**src/rtl/nubus_ad_oe_seq.sv**
```systemverilog
// nubus_ad_oe_seq - output-enable sequencer for the NuBus AD-line bus switches.
//
// Grants the AD lines to one direction at a time (outbound drive or inbound
// listen). Every enable is preceded by DEAD_CYCLES cycles with all OEs high.
// The two switch sets are never enabled in the same cycle.
//
// Optional feature macro: NUBUS_OE_WATCHDOG_EN
//   defined   - a drive watchdog forces DRIVE back to IDLE after MAX_DRIVE
//               cycles, pulses err_watchdog and locks out new drive grants
//               until req_out is seen low.
//   undefined - no watchdog counter or lockout; err_watchdog is tied low.
//
// state  | meaning
// -------+------------------------------------------------------------
// IDLE   | all OEs high, arbitrating between req_out and req_in
// DEAD   | direction chosen, all OEs high, counting out the dead time
// DRIVE  | outbound switches enabled on the latched lane mask, gnt_out
// LISTEN | all inbound switches enabled, gnt_in

module nubus_ad_oe_seq #(
    parameter int LANES       = 4,
    parameter int DEAD_CYCLES = 2,
    parameter int MAX_DRIVE   = 1024
) (
    input  logic             sys_clk,
    input  logic             sys_rst,
    input  logic             req_out,
    input  logic             req_in,
    input  logic [LANES-1:0] lane_mask,
    output logic             gnt_out,
    output logic             gnt_in,
    output logic [LANES-1:0] oe_out_n,
    output logic [LANES-1:0] oe_in_n,
    output logic             busy,
    output logic             err_watchdog
);

    typedef enum logic [1:0] {
        ST_IDLE   = 2'd0,
        ST_DEAD   = 2'd1,
        ST_DRIVE  = 2'd2,
        ST_LISTEN = 2'd3
    } state_t;

    typedef enum logic {
        DIR_OUT = 1'b0,
        DIR_IN  = 1'b1
    } dir_t;

    localparam int DCW = (DEAD_CYCLES > 1) ? $clog2(DEAD_CYCLES) : 1;
    localparam logic [DCW-1:0] DEAD_LOAD = (DEAD_CYCLES > 0) ? DCW'(DEAD_CYCLES - 1) : '0;

    // Reject parameter values the sequencing cannot honour.
    if (LANES < 1 || DEAD_CYCLES < 0 || MAX_DRIVE < 2) begin : g_param_check
        $error("nubus_ad_oe_seq: illegal parameter value");
    end

    state_t           state;
    dir_t             dir;
    logic [LANES-1:0] mask_q;
    logic [DCW-1:0]   dead_cnt;
    logic             prio_out;     // 1: outbound wins a tie
    logic             lockout;
    logic             wd_expire;

    logic             out_valid;
    logic             in_valid;
    logic             pick_out;
    logic             any_valid;
    logic             dir_req;

    // Request qualification and tie-break for the IDLE decision.
    always_comb begin
        out_valid = req_out && (|lane_mask) && !lockout;
        in_valid  = req_in;
        any_valid = out_valid || in_valid;
        pick_out  = out_valid && (!in_valid || prio_out);
        dir_req   = (dir == DIR_OUT) ? req_out : req_in;
    end

`ifdef NUBUS_OE_WATCHDOG_EN
    localparam int WDW = (MAX_DRIVE > 1) ? $clog2(MAX_DRIVE) : 1;
    localparam logic [WDW-1:0] WD_LAST = WDW'(MAX_DRIVE - 1);

    logic [WDW-1:0] wd_cnt;

    assign wd_expire = (state == ST_DRIVE) && (wd_cnt == WD_LAST);

    // Drive-age counter, lockout flag and the one-cycle error pulse.
    always_ff @(posedge sys_clk) begin
        if (sys_rst) begin
            wd_cnt       <= '0;
            lockout      <= 1'b0;
            err_watchdog <= 1'b0;
        end else begin
            err_watchdog <= wd_expire;
            // Held at zero outside DRIVE so every DRIVE entry starts fresh.
            if (state != ST_DRIVE || wd_expire) begin
                wd_cnt <= '0;
            end else begin
                wd_cnt <= wd_cnt + WDW'(1);
            end
            if (wd_expire) begin
                lockout <= 1'b1;
            end else if (!req_out) begin
                lockout <= 1'b0;
            end
        end
    end
`else
    assign wd_expire    = 1'b0;
    assign lockout      = 1'b0;
    assign err_watchdog = 1'b0;
`endif

    // Sequencer: state, latched direction/mask and all registered outputs.
    always_ff @(posedge sys_clk) begin
        if (sys_rst) begin
            state    <= ST_IDLE;
            dir      <= DIR_OUT;
            mask_q   <= '0;
            dead_cnt <= '0;
            prio_out <= 1'b1;
            oe_out_n <= '1;
            oe_in_n  <= '1;
            gnt_out  <= 1'b0;
            gnt_in   <= 1'b0;
            busy     <= 1'b0;
        end else begin
            // Everything disabled unless the branch below keeps a path open.
            oe_out_n <= '1;
            oe_in_n  <= '1;
            gnt_out  <= 1'b0;
            gnt_in   <= 1'b0;

            case (state)
                ST_IDLE: begin
                    busy <= 1'b0;
                    if (any_valid) begin
                        dir    <= pick_out ? DIR_OUT : DIR_IN;
                        mask_q <= pick_out ? lane_mask : '1;
                        busy   <= 1'b1;
                        if (DEAD_CYCLES == 0) begin
                            if (pick_out) begin
                                state    <= ST_DRIVE;
                                oe_out_n <= ~lane_mask;
                                gnt_out  <= 1'b1;
                            end else begin
                                state   <= ST_LISTEN;
                                oe_in_n <= '0;
                                gnt_in  <= 1'b1;
                            end
                        end else begin
                            state    <= ST_DEAD;
                            dead_cnt <= DEAD_LOAD;
                        end
                    end
                end

                ST_DEAD: begin
                    // A dropped request abandons the grant; the other one waits for IDLE.
                    if (!dir_req) begin
                        state <= ST_IDLE;
                        busy  <= 1'b0;
                    end else if (dead_cnt == '0) begin
                        if (dir == DIR_OUT) begin
                            state    <= ST_DRIVE;
                            oe_out_n <= ~mask_q;
                            gnt_out  <= 1'b1;
                        end else begin
                            state   <= ST_LISTEN;
                            oe_in_n <= '0;
                            gnt_in  <= 1'b1;
                        end
                    end else begin
                        dead_cnt <= dead_cnt - DCW'(1);
                    end
                end

                ST_DRIVE: begin
                    if (!req_out || wd_expire) begin
                        state    <= ST_IDLE;
                        busy     <= 1'b0;
                        prio_out <= ~prio_out;
                    end else begin
                        oe_out_n <= ~mask_q;
                        gnt_out  <= 1'b1;
                    end
                end

                ST_LISTEN: begin
                    if (!req_in) begin
                        state    <= ST_IDLE;
                        busy     <= 1'b0;
                        prio_out <= ~prio_out;
                    end else begin
                        oe_in_n <= '0;
                        gnt_in  <= 1'b1;
                    end
                end

                default: begin
                    state <= ST_IDLE;
                    busy  <= 1'b0;
                end
            endcase
        end
    end

    // Bus contention guard: one switch set must be fully off at all times.
    a_oe_exclusive: assert property (@(posedge sys_clk) disable iff (sys_rst)
        (&oe_out_n) || (&oe_in_n))
        else $fatal(1, "nubus_ad_oe_seq: outbound and inbound OEs enabled together");

endmodule

```
**config.mk**
```make
export PLATFORM = sky130hd
export DESIGN_NAME = nubus_ad_oe_seq
export DESIGN_NICKNAME = d
export VERILOG_FILES = /design/src/rtl/nubus_ad_oe_seq.sv
export SDC_FILE = /design/constraint.sdc
export NUM_CORES = 1
export LEC_CHECK = 0
export CAP_MARGIN = 5
export CORE_MARGIN = 8
export CORE_UTILIZATION = 50
export DETAILED_ROUTE_END_ITERATION = 7
export GPL_TIMING_DRIVEN = 0
export PLACE_DENSITY = 0.92
export SLEW_MARGIN = 20
export SYNTH_ARGS = -nofsm -noshare
export SYNTH_HDL_FRONTEND = slang
export SYNTH_SLANG_ARGS = --single-unit
```
**constraint.sdc**
```tcl
create_clock -name sys_clk -period 3 [get_ports sys_clk]
set_input_delay 0.3 -clock sys_clk [delete_from_list [all_inputs] [get_ports sys_clk]]
set_output_delay 0.3 -clock sys_clk [all_outputs]
set_load 0.02 [all_outputs]
```
* After elaboration in Yosys (flattened, before gate mapping)
Index checks and enable logic that the tools add are counted.
** Word-level totals
- Register bits :: 20
- Bits of input ports :: 8
- Output and inout bits :: 12
** Operators by class
- Add/subtract/negate cells :: 1
- Equal/unequal tests :: 9
- Multiplexer cells :: 42
- Bitwise logic cells :: 2
- Reductions and logical operators :: 14
** Operators with widths (count)
- two-way mux 4 bit :: 9
- two-way mux 1 bit :: 20
- one-hot mux 4 bit (2 select lines) :: 2
- two-way mux 2 bit :: 5
- != test 2 bit (second input constant) :: 5
- AND reduction 3 bit :: 3
- one-hot mux 1 bit (2 select lines) :: 4
- one-hot mux 2 bit (4 select lines) :: 1
- equality test 2 bit (second input constant) :: 2
- inverter 4 bit :: 1
- one-hot mux 1 bit (4 select lines) :: 1
- AND reduction 4 bit :: 1
- nonzero test 2 bit :: 2
- OR reduction 4 bit :: 1
- != test 3 bit (second input constant) :: 1
- equality test 2 x 1 -> 1 bit (second input constant) :: 1
- logical AND 1 bit :: 2
- logical NOT 2 bit :: 1
- logical OR 1 bit :: 2
- AND reduction 2 bit :: 1
- logical NOT 1 bit :: 1
- inverter 1 bit :: 1
- subtractor 1 bit (second input constant) :: 1

* Logic depth before layout (Yosys ltp)
Gate-level depths: netlist (run 1).
- Depth in word-level cells :: 5
- Mapped depth :: 6
- Gate-level depth less buffers :: 6

* Worst setup path before layout (run 1)
No wires, ideal clock.
- Kind :: reg2reg
- Start point :: register state[0]
- End point :: register prio_out
- Setup time :: 132 ps
- Arrival :: 1454 ps
- Data required time :: 2868 ps
- Slack :: 1414 ps
- Stages on the path, launching flop included :: 6
- Buffers on the path :: 0
- Clock period less this slack :: 1586 ps
- Cell sequence :: dfxtp_1 -> inv_1 -> ha_1 -> a22o_1 -> o21ai_0 -> or3b_2
** Between the ends
- Longest elaborated chain between the ends :: 3
- Elaborated cells between the ends (all ways) :: 7
- Those cells by class :: eq/ne (4); mux (1); reduce/logical (2)
** Ends and longest elaborated chain
- start: declaration :: line 58 : state_t state;
- start signal: assignment :: line 119 : state <= ST_IDLE;
- start signal: assignment :: line 145 : state <= ST_DRIVE;
- start signal: assignment :: line 149 : state <= ST_LISTEN;
- equality test 2 bit :: line 136 : case (state)
- != test 2 bit (no line) or nonzero test 2 bit (tied branches)
- AND reduction 3 bit (no line)
- end signal: assignment :: line 184 : prio_out <= ~prio_out;
- end signal: assignment :: line 195 : prio_out <= ~prio_out;
- end: declaration :: line 62 : logic prio_out;
Several ways; a longest one is shown, not always the timed one.
A chain may end at the register's enable or synchronous reset.

* Worst setup path in the final report (run 1)
- Start point :: register state[0]
- End point :: register state[0]
** Between the ends
- Longest elaborated chain between the ends :: 3
- Elaborated cells between the ends (all ways) :: 10
- Those cells by class :: eq/ne (7); mux (1); reduce/logical (2)
** Ends and longest elaborated chain (line)
- equality test 2 x 1 -> 1 bit (tied with other cells) :: 136
- != test 3 bit (no line) or != test 2 bit (tied branches)
- AND reduction 4 bit (no line)
Several ways; a longest one is shown, not always the timed one.

==> results of run 1 <==
## layer usage
metal	up-vias	routed length (um)	share of wire (%)	track usage [%]
li1	349	-	-	-
met1	312	724	43	12.7
met2	19	811	48	18.4
met3	6	86	5.1	2.97
met4	0	53	3.2	8.25
met5	-	0	0	0
## per-stage QoR
| stage | utilization (%) | setup WS (ns) |
|---|---|---|
| floorplan | - | 1.41 |
| global placement | 66.5 | 1.15 |
| detailed placement | 66.5 | 1.11 |
| CTS | 68.3 | 1.28 |
| global route | 68.3 | 1.13 |
| finish | 68.3 | 1.29 |
## cells by family after synthesis
logic type / synth area share [%]
other: 0.468
adders and majority gates: 6.24
muxes: 2.65
and+or+nand+nor: 20.6
AOI/OAI and AO/OA: 20.6
buffers and inverters: 7.02
DFF: 42.4
## where the power goes
part,internal [mW],switching [mW]
registers,0.300,0.0405
clock network,0.0516,0.0648
logic,0.199,0.234
## cells in the mapped netlist, types with 2 or more instances
master,count
dfxtp_1,17
nor2_1,13
o21ai_0,8
inv_1,5
nor3_1,5
buf_4,4
ha_1,4
nand2b_1,3
nor2b_1,3
a21oi_1,2
clkbuf_1,2
nand2_1,2
o211ai_1,2
## placed cells by master (no fill, tap or decap), types with 2 or more instances in the layout
cell	n
a21oi_1	2
buf_4	4
clkbuf_1	3
clkbuf_4	3
clkdlybuf4s50_1	18
dfxtp_1	17
ha_1	4
inv_1	5
nand2_1	2
nand2b_1	3
nor2_1	13
nor2b_1	3
nor3_1	5
o211ai_1	2
o21ai_0	8
## registers in the layout, indices dropped and copies added (netlist names)
| register | flops |
|---|---|
| oe_out_n | 4 |
| dir | 1 |
| state | 2 |
| mask_q | 4 |
| prio_out | 1 |
| gnt_out | 1 |
| busy | 1 |
| dead_cnt | 1 |
| oe_in_n | 1 |
| gnt_in | 1 |
## worst max path at each step
stage | startpoint | endpoint | depth (start not counted)
floorplan | state[0]$_SDFFE_PP0P_ | prio_out$_SDFFE_PP1P_ | 5
global placement | lane_mask[0] | dead_cnt$_SDFFE_PP0P_ | 5
detailed placement | lane_mask[0] | dead_cnt$_SDFFE_PP0P_ | 5
CTS | state[0]$_SDFFE_PP0P_ | state[0]$_SDFFE_PP0P_ | 6
global route | state[0]$_SDFFE_PP0P_ | state[0]$_SDFFE_PP0P_ | 6
finish | state[0]$_SDFFE_PP0P_ | state[0]$_SDFFE_PP0P_ | 6
## cell type report
cell class | instances | area [um^2]
plain buffers | 6 | 37.5
clock buffers | 4 | 26.3
well taps | 16 | 20.0
repair buffers | 18 | 180
fillers | 126 | 478
inverters | 5 | 18.8
flip-flops and latches | 17 | 340
multi-input cells | 61 | 405
## worst max-delay path, stage by stage (launching register included)
cell      delay (ns)
dfxtp_1         0.36
inv_1           0.09
ha_1            0.26
a22o_1          0.29
o21ba_4         0.26
o21ai_0         0.10
a221oi_2        0.27
==> results.json, run 1 <==
{
  "clk_path_buf_depth": 2,
  "whs_endpoint": "oe_out_n[2]$_SDFF_PP1_",
  "synth-seq-area-share_pct": 42.4,
  "drt_iter0_drc": 14,
  "track_usage_pct": 11.5,
  "row_count": 14,
  "cts_buffers": 3,
  "port_buffers": 18,
  "min_path_type": "register to register",
  "clock-sinks": 17,
  "die_h_um": 56.1,
  "placed_cell_area_um2": 1000,
  "power_mw": 0.890,
  "p_leak_nw": 0.413,
  "synth_edf_count": 0,
  "nNetsFinal": 124,
  "synthFlopType": "dfxtp_1",
  "yosysUniqueCellTypes": 32,
  "grt_overflow_total": 0,
  "synthCells": 89,
  "htreeDepth": 1,
  "drive_gt1_share_pct": 11.7,
  "grt_pass1_vias": 708,
  "whs_ns": 0.462,
  "r2r_slack_ns": 1.29,
  "drv_cap": 0,
  "netlist.area_leader.share_pct": 42.4,
  "cp-start-kind": "register",
  "holdCritStartpoint": "mask_q[2]$_SDFFE_PP0P_",
  "required_ns": 3.20,
  "r2r-start": "state[0]$_SDFFE_PP0P_",
  "design_area_um2": 1030,
  "io_pins": 20,
  "rsz0062_at_grt": "false",
  "final-setup-viol-count": 0,
  "reg2regPathDepth": 6,
  "netlist_area_um2": 802,
  "grt_antenna_before_repair": 0,
  "max_clock_freq_ghz": 0.586,
  "tns_ns": 0,
  "core_um2": 1510,
  "post-cts-setup-buffers": 0,
  "place_congestion": 0.885,
  "drc_errors": 0,
  "antenna_cells": 0,
  "drtPass1Iterations": 4,
  "end_kind": "register",
  "viasPerCell": 5.40,
  "skew_ns": 0.00393,
  "dp.cells": 123,
  "p_per_area_nw_per_um2": 866,
  "worstPathArrival_ns": 1.91,
  "die_area_um2": 3140,
  "wl_per_cell_um": 13.2,
  "r2r_end": "state[0]$_SDFFE_PP0P_",
  "yosysWarnings": 0,
  "area_delta_synth_final_pct": 28.2,
  "cts_resized": 0,
  "start_util_pct": 53.2,
  "die_w_um": 56.1,
  "insertion_delay_ns": 0.28,
  "grt_first_pass_wirelength_um": 2980,
  "final-instance-count-excl-fill": 127,
  "period_share_pct": 56.9,
  "via_count": 686,
  "synthArstFlopShare_pct": 0,
  "dpl.hpwl_um": 1340,
  "clkTransAtPathRegs_ns": 0.09,
  "cts_root_buf": "clkbuf_4",
  "ys_ff_latch": 17,
  "cts-hold-fix-buffers": 0,
  "fin_crit_ns": 1.71,
  "ys_top_cells_by_area": "dfxtp_1, ha_1, nor2_1, o21ai_0, buf_4",
  "final_hold_viol_count": 0,
  "grt_max_degree": 11,
  "crit_path_max_fanout": 5,
  "min_path_cells": 1,
  "ir_drop_v": 0.000518,
  "slew_viol_final": 0,
  "ant_nets": 0,
  "yosys.area.top_type": "dfxtp_1",
  "finalWirelength_um": 1680,
  "critPathKind": "register to register",
  "syn_nets": 101,
  "cts_tree": "done",
  "status": "completed",
  "avgSynthCellArea_um2": 9.01
}
Note: power is estimated with default switching activity, not from simulation.
==> run 2, diff against run 1 <==
--- a/config.mk
+++ b/config.mk
@@ -7,10 +7,10 @@
 export LEC_CHECK = 0
 export CAP_MARGIN = 5
 export CORE_MARGIN = 8
-export CORE_UTILIZATION = 50
+export CORE_UTILIZATION = 46
 export DETAILED_ROUTE_END_ITERATION = 7
 export GPL_TIMING_DRIVEN = 0
-export PLACE_DENSITY = 0.92
+export PLACE_DENSITY = 0.86
 export SLEW_MARGIN = 20
 export SYNTH_ARGS = -nofsm -noshare
 export SYNTH_HDL_FRONTEND = slang
==> constraint.sdc (replaced) <==
create_clock -name sys_clk -period 1.6 [get_ports sys_clk]
set_input_delay 0.16 -clock sys_clk [delete_from_list [all_inputs] [get_ports sys_clk]]
set_output_delay 0.16 -clock sys_clk [all_outputs]
set_load 0.02 [all_outputs]
==> results.json, run 2 (synthesized netlist as in run 1, its figures left out) <==
{
  "period_share_pct": 95.4,
  "final-instance-count-excl-fill": 132,
  "tns_ns": 0,
  "wl_per_cell_um": 13.7,
  "final_hold_viol_count": 0,
  "utilization_pct": 64.4,
  "crit_chain": "inv_2 > ha_2 > a22o_4 > o21ai_1 > or3b_2",
  "cp_top_family": "simple AND/OR/NAND/NOR gates",
  "crit_slowest_cell": "or3b_2",
  "antenna_cells": 0,
  "grt_overflow_total": 0,
  "via_count": 718,
  "path_buf_inv": 1,
  "mostFrequentLayoutCells": "dfxtp_1, clkdlybuf4s50_1, nor2_1",
  "final-setup-viol-count": 0,
  "clk_path_buf_depth": 2,
  "crit_path_max_fanout": 4,
  "cts_buffers": 3,
  "row_count": 15,
  "holdCritStartpoint": "mask_q[3]$_SDFFE_PP0P_",
  "grt_max_degree": 11,
  "place_congestion": 0.885,
  "r2r-start": "state[0]$_SDFFE_PP0P_",
  "rsz0062_at_grt": "false",
  "drv_cap": 0,
  "p_leak_nw": 0.444,
  "skew_ns": 0.00231,
  "required_ns": 1.77,
  "final_common_cell": "dfxtp_1",
  "grt_pass1_vias": 729,
  "ir_drop_v": 0.00115,
  "die_w_um": 57.8,
  "p_per_area_nw_per_um2": 1610,
  "fin_crit_ns": 1.53,
  "viasPerCell": 5.44,
  "ff_latch_area_um2": 342,
  "cpPeakStageDelay_ns": 0.44,
  "grt_first_pass_wirelength_um": 3140,
  "drt_iter0_drc": 18,
  "insertion_delay_ns": 0.29,
  "ant_nets": 0,
  "cts_root_buf": "clkbuf_4",
  "start_util_pct": 47.5,
  "port_buffers": 18,
  "area_delta_synth_final_pct": 35.7,
  "worstPathArrival_ns": 1.70,
  "drtPass1Iterations": 4,
  "final.fill_count": 151,
  "die_area_um2": 3340,
  "status": "completed",
  "nNetsFinal": 128,
  "critPathKind": "register to register",
  "track_usage_pct": 12.0,
  "max_clock_freq_ghz": 0.655,
  "clock-sinks": 17,
  "cts_tree": "done",
  "htreeDepth": 1,
  "core_um2": 1690,
  "clkTransAtPathRegs_ns": 0.10,
  "dpl.hpwl_um": 1350,
  "min_path_type": "register to register",
  "finalWirelength_um": 1800,
  "slew_viol_final": 0,
  "crit_path_start": "state[0]$_SDFFE_PP0P_",
  "drive_gt1_share_pct": 21.7,
  "dp.cells": 124,
  "cp-start-kind": "register",
  "top_regs": "mask_q (4), oe_out_n (4), state (2)",
  "grt_antenna_before_repair": 0,
  "io_pins": 20,
  "die_h_um": 57.8,
  "end_kind": "register",
  "multi_input_area_um2": 423,
  "drc_errors": 0,
  "cts-hold-fix-buffers": 0
}
==> run 2: per-stage QoR <==
| stage | setup slack, ns | power, mW | instance area, um^2 | hold WS, ns |
|---|---|---|---|---|
| final | 0.0741 | 1.76 | 1090 | 0.453 |
| after global routing | 0.0136 | 1.90 | 1090 | 0.481 |
| after CTS | 0.00176 | 1.73 | 1060 | 0.458 |
| after detailed placement | -0.152 | 1.46 | 1000 | 0.444 |
| after global placement | -0.125 | 1.43 | 1000 | 0.438 |
| after floorplan | 0.0139 | 1.20 | 802 | 0.272 |
==> run 2: final cells by class <==
cell class	count	area share [%]
Multi-Input combinational cell	61	38.9
Inverter	5	1.72
Tap cell	17	1.95
Buffer	6	3.56
Clock buffer	3	2.07
Clock inverter	1	0.460
Sequential cell	17	31.4
Timing Repair Buffer	22	20.0
==> run 2: what timing repair did <==
action | 4_1_cts | 5_1_grt
hold endpoints to repair | 0 | 0
pin swaps | 1 | 1
setup endpoints to repair | 3 | 8
setup buffers | 4 | 0
gates resized for setup | 2 | 11
==> run 2: report_power, final <==
| part | switching, mW | internal, mW |
|---|---|---|
| Sequential | 0.0814 | 0.566 |
| Combinational | 0.462 | 0.422 |
| Clock | 0.132 | 0.0928 |
| Total | 0.675 | 1.08 |
==> run 2: worst register-to-register path: stages, from the launching register on <==
cell	delay (ns)
dfxtp_2	0.36
inv_2	0.06
ha_2	0.19
a22o_4	0.26
o21ai_1	0.11
or3b_2	0.44
==> run 2: final timing paths <==
kind	slack, ns	cells after the start	end
setup reg to reg	0.07	5	prio_out$_SDFFE_PP1P_
setup / recovery	0.07	5	prio_out$_SDFFE_PP1P_
hold reg to reg	0.45	1	oe_out_n[3]$_SDFF_PP1_
hold / removal	0.45	1	oe_out_n[3]$_SDFF_PP1_
==> run 2: metal layers <==
metal	up-vias	global-route usage, %	wire length, um
met2	31	19.6	879
met5	-	0	0
met3	7	3.09	98
met4	0	7.69	44
met1	320	13.5	782
li1	360	-	-
==> run 3, diff against run 2 <==
--- a/config.mk
+++ b/config.mk
@@ -10,7 +10,8 @@
 export CORE_UTILIZATION = 46
 export DETAILED_ROUTE_END_ITERATION = 7
 export GPL_TIMING_DRIVEN = 0
-export PLACE_DENSITY = 0.86
+export PLACE_DENSITY_LB_ADDON = 0.25
+export REMOVE_ABC_BUFFERS = 1
 export SLEW_MARGIN = 20
 export SYNTH_ARGS = -nofsm -noshare
 export SYNTH_HDL_FRONTEND = slang
==> results.json, run 3 (synthesized netlist as in run 1, its figures left out) <==
{
  "status": "completed",
  "period_share_pct": 96.9,
  "slew_headroom_pct": 66.6,
  "holdCritStartpoint": "mask_q[0]$_SDFFE_PP0P_",
  "top_regs": "mask_q (4), oe_out_n (4), state (2)",
  "grt_max_degree": 14,
  "slew_viol_final": 0,
  "reg2regPathDepth": 5,
  "ir_drop_v": 0.000883,
  "grt_first_pass_wirelength_um": 2770,
  "r2r_end": "prio_out$_SDFFE_PP1P_",
  "via_count": 672,
  "track_usage_pct": 10.3,
  "grt_overflow_total": 0,
  "dpl.hpwl_um": 1210,
  "insertion_delay_ns": 0.28,
  "finalWirelength_um": 1660,
  "mostFrequentLayoutCells": "clkdlybuf4s50_1, dfxtp_1, nor2_1",
  "p_leak_nw": 0.405,
  "wl_per_cell_um": 13.4,
  "drt_iter0_drc": 11,
  "area_delta_synth_final_pct": 27.5,
  "cpPeakStageDelay_ns": 0.44,
  "design_area_um2": 1020,
  "power_mw": 1.72,
  "required_ns": 1.77,
  "crit_chain": "inv_2 > ha_4 > a22o_1 > o21ai_1 > or3b_2",
  "crit_path_max_fanout": 4,
  "clk_path_buf_depth": 2,
  "r2r_slack_ns": 0.05,
  "core_um2": 1690,
  "placed_cell_area_um2": 966,
  "cp-start-kind": "register",
  "final-setup-viol-count": 0,
  "cts_buffers": 3,
  "die_area_um2": 3340,
  "drtPass1Iterations": 4,
  "row_count": 15,
  "nNetsFinal": 120,
  "utilization_pct": 60.5,
  "final_common_cell": "clkdlybuf4s50_1",
  "max_clock_freq_ghz": 0.645,
  "rsz0062_at_grt": "false",
  "viasPerCell": 5.42,
  "p_per_area_nw_per_um2": 1680,
  "port_buffers": 18,
  "drc_errors": 0,
  "tns_ns": 0,
  "htreeDepth": 1,
  "drv_cap": 0,
  "clock-sinks": 17,
  "cts_tree": "done",
  "cts_root_buf": "clkbuf_4",
  "final.fill_count": 151,
  "io_pins": 20,
  "drive_gt1_share_pct": 14.0,
  "worstPathArrival_ns": 1.72,
  "die_h_um": 57.8,
  "end_kind": "register",
  "final-instance-count-excl-fill": 124,
  "grt_pass1_vias": 648,
  "grt_antenna_before_repair": 0,
  "min_path_cells": 1,
  "min_path_type": "register to register",
  "antenna_cells": 0,
  "skew_ns": 0.00127,
  "critPathKind": "register to register",
  "crit_slowest_cell": "or3b_2",
  "fin_crit_ns": 1.55,
  "place_congestion": 0.857,
  "ant_nets": 0,
  "cts-hold-fix-buffers": 0,
  "clkTransAtPathRegs_ns": 0.10,
  "dp.cells": 118,
  "start_util_pct": 47.5,
  "die_w_um": 57.8,
  "whs_endpoint": "oe_out_n[0]$_SDFF_PP1_",
  "final_hold_viol_count": 0,
  "r2r-start": "state[0]$_SDFFE_PP0P_",
  "worstMarginPinSlew_ns": 0.500
}
## run 3: cell types whose count changed in the layout (fill, tap and decap cells not counted), sizes merged
cell,before,now
buf,8,2
clkbuf,5,3
clkdlybuf4s50,15,18
dlymetal6s2s,3,0
## run 3: what timing repair did
action	4_1_cts	5_1_grt
pin swaps	1	3
setup endpoints to repair	3	2
resized for setup	2	4
buffers inserted	2	0
## run 3: critical path, delay by kind of cell (launching register included)
kind                     cells  cell delay (ns)
flip-flops                   1             0.36
buffers and inverters        1             0.07
AND/OR/NAND/NOR              1             0.44
AO/OA/AOI/OAI                2             0.40
adder cells (fa/ha/maj)      1             0.17
## run 3: stage by stage
stage,hold WS [ns],worst slack [ns]
finish,0.459,0.0503
global route,0.489,0.0130
CTS,0.464,0.0147
detailed placement,0.449,-0.132
global placement,0.437,-0.113
floorplan,0.225,0.0139
## run 3: per-layer routing
layer | share of wire [%] | GRT usage (%)
met5 | 0 | 0
met4 | 0.72 | 3.15
met3 | 5.3 | 3.31
met2 | 52 | 19.0
met1 | 42 | 10.9
## run 3: worst max path at each step
| stage | start | end | slack, ns | depth (start not counted) |
|---|---|---|---|---|
| final | state[0]$_SDFFE_PP0P_ | prio_out$_SDFFE_PP1P_ | 0.05 | 5 |
| after global placement | lane_mask[0] | dead_cnt$_SDFFE_PP0P_ | -0.11 | 5 |
| after CTS | state[0]$_SDFFE_PP0P_ | prio_out$_SDFFE_PP1P_ | 0.01 | 5 |
| after detailed placement | lane_mask[0] | dead_cnt$_SDFFE_PP0P_ | -0.13 | 5 |
| after global routing | state[0]$_SDFFE_PP0P_ | prio_out$_SDFFE_PP1P_ | 0.01 | 5 |
| after floorplan | state[0]$_SDFFE_PP0P_ | prio_out$_SDFFE_PP1P_ | 0.01 | 5 |
## run 3: where the power goes
group          internal [mW]  leakage, nW  switching, mW
clock                 0.0927       0.0177          0.138
sequential             0.565        0.140         0.0803
combinational          0.387        0.247          0.452
## run 3: layout make-up
cell class	instances	area, um^2	area share, %
clock inverter	1	5.00	0.490
clock buffer	3	22.5	2.20
timing repair buffer	20	195	19.1
multi-input combinational	61	418	40.9
inverter	5	18.8	1.84
tap	17	21.3	2.08
sequential	17	342	33.4
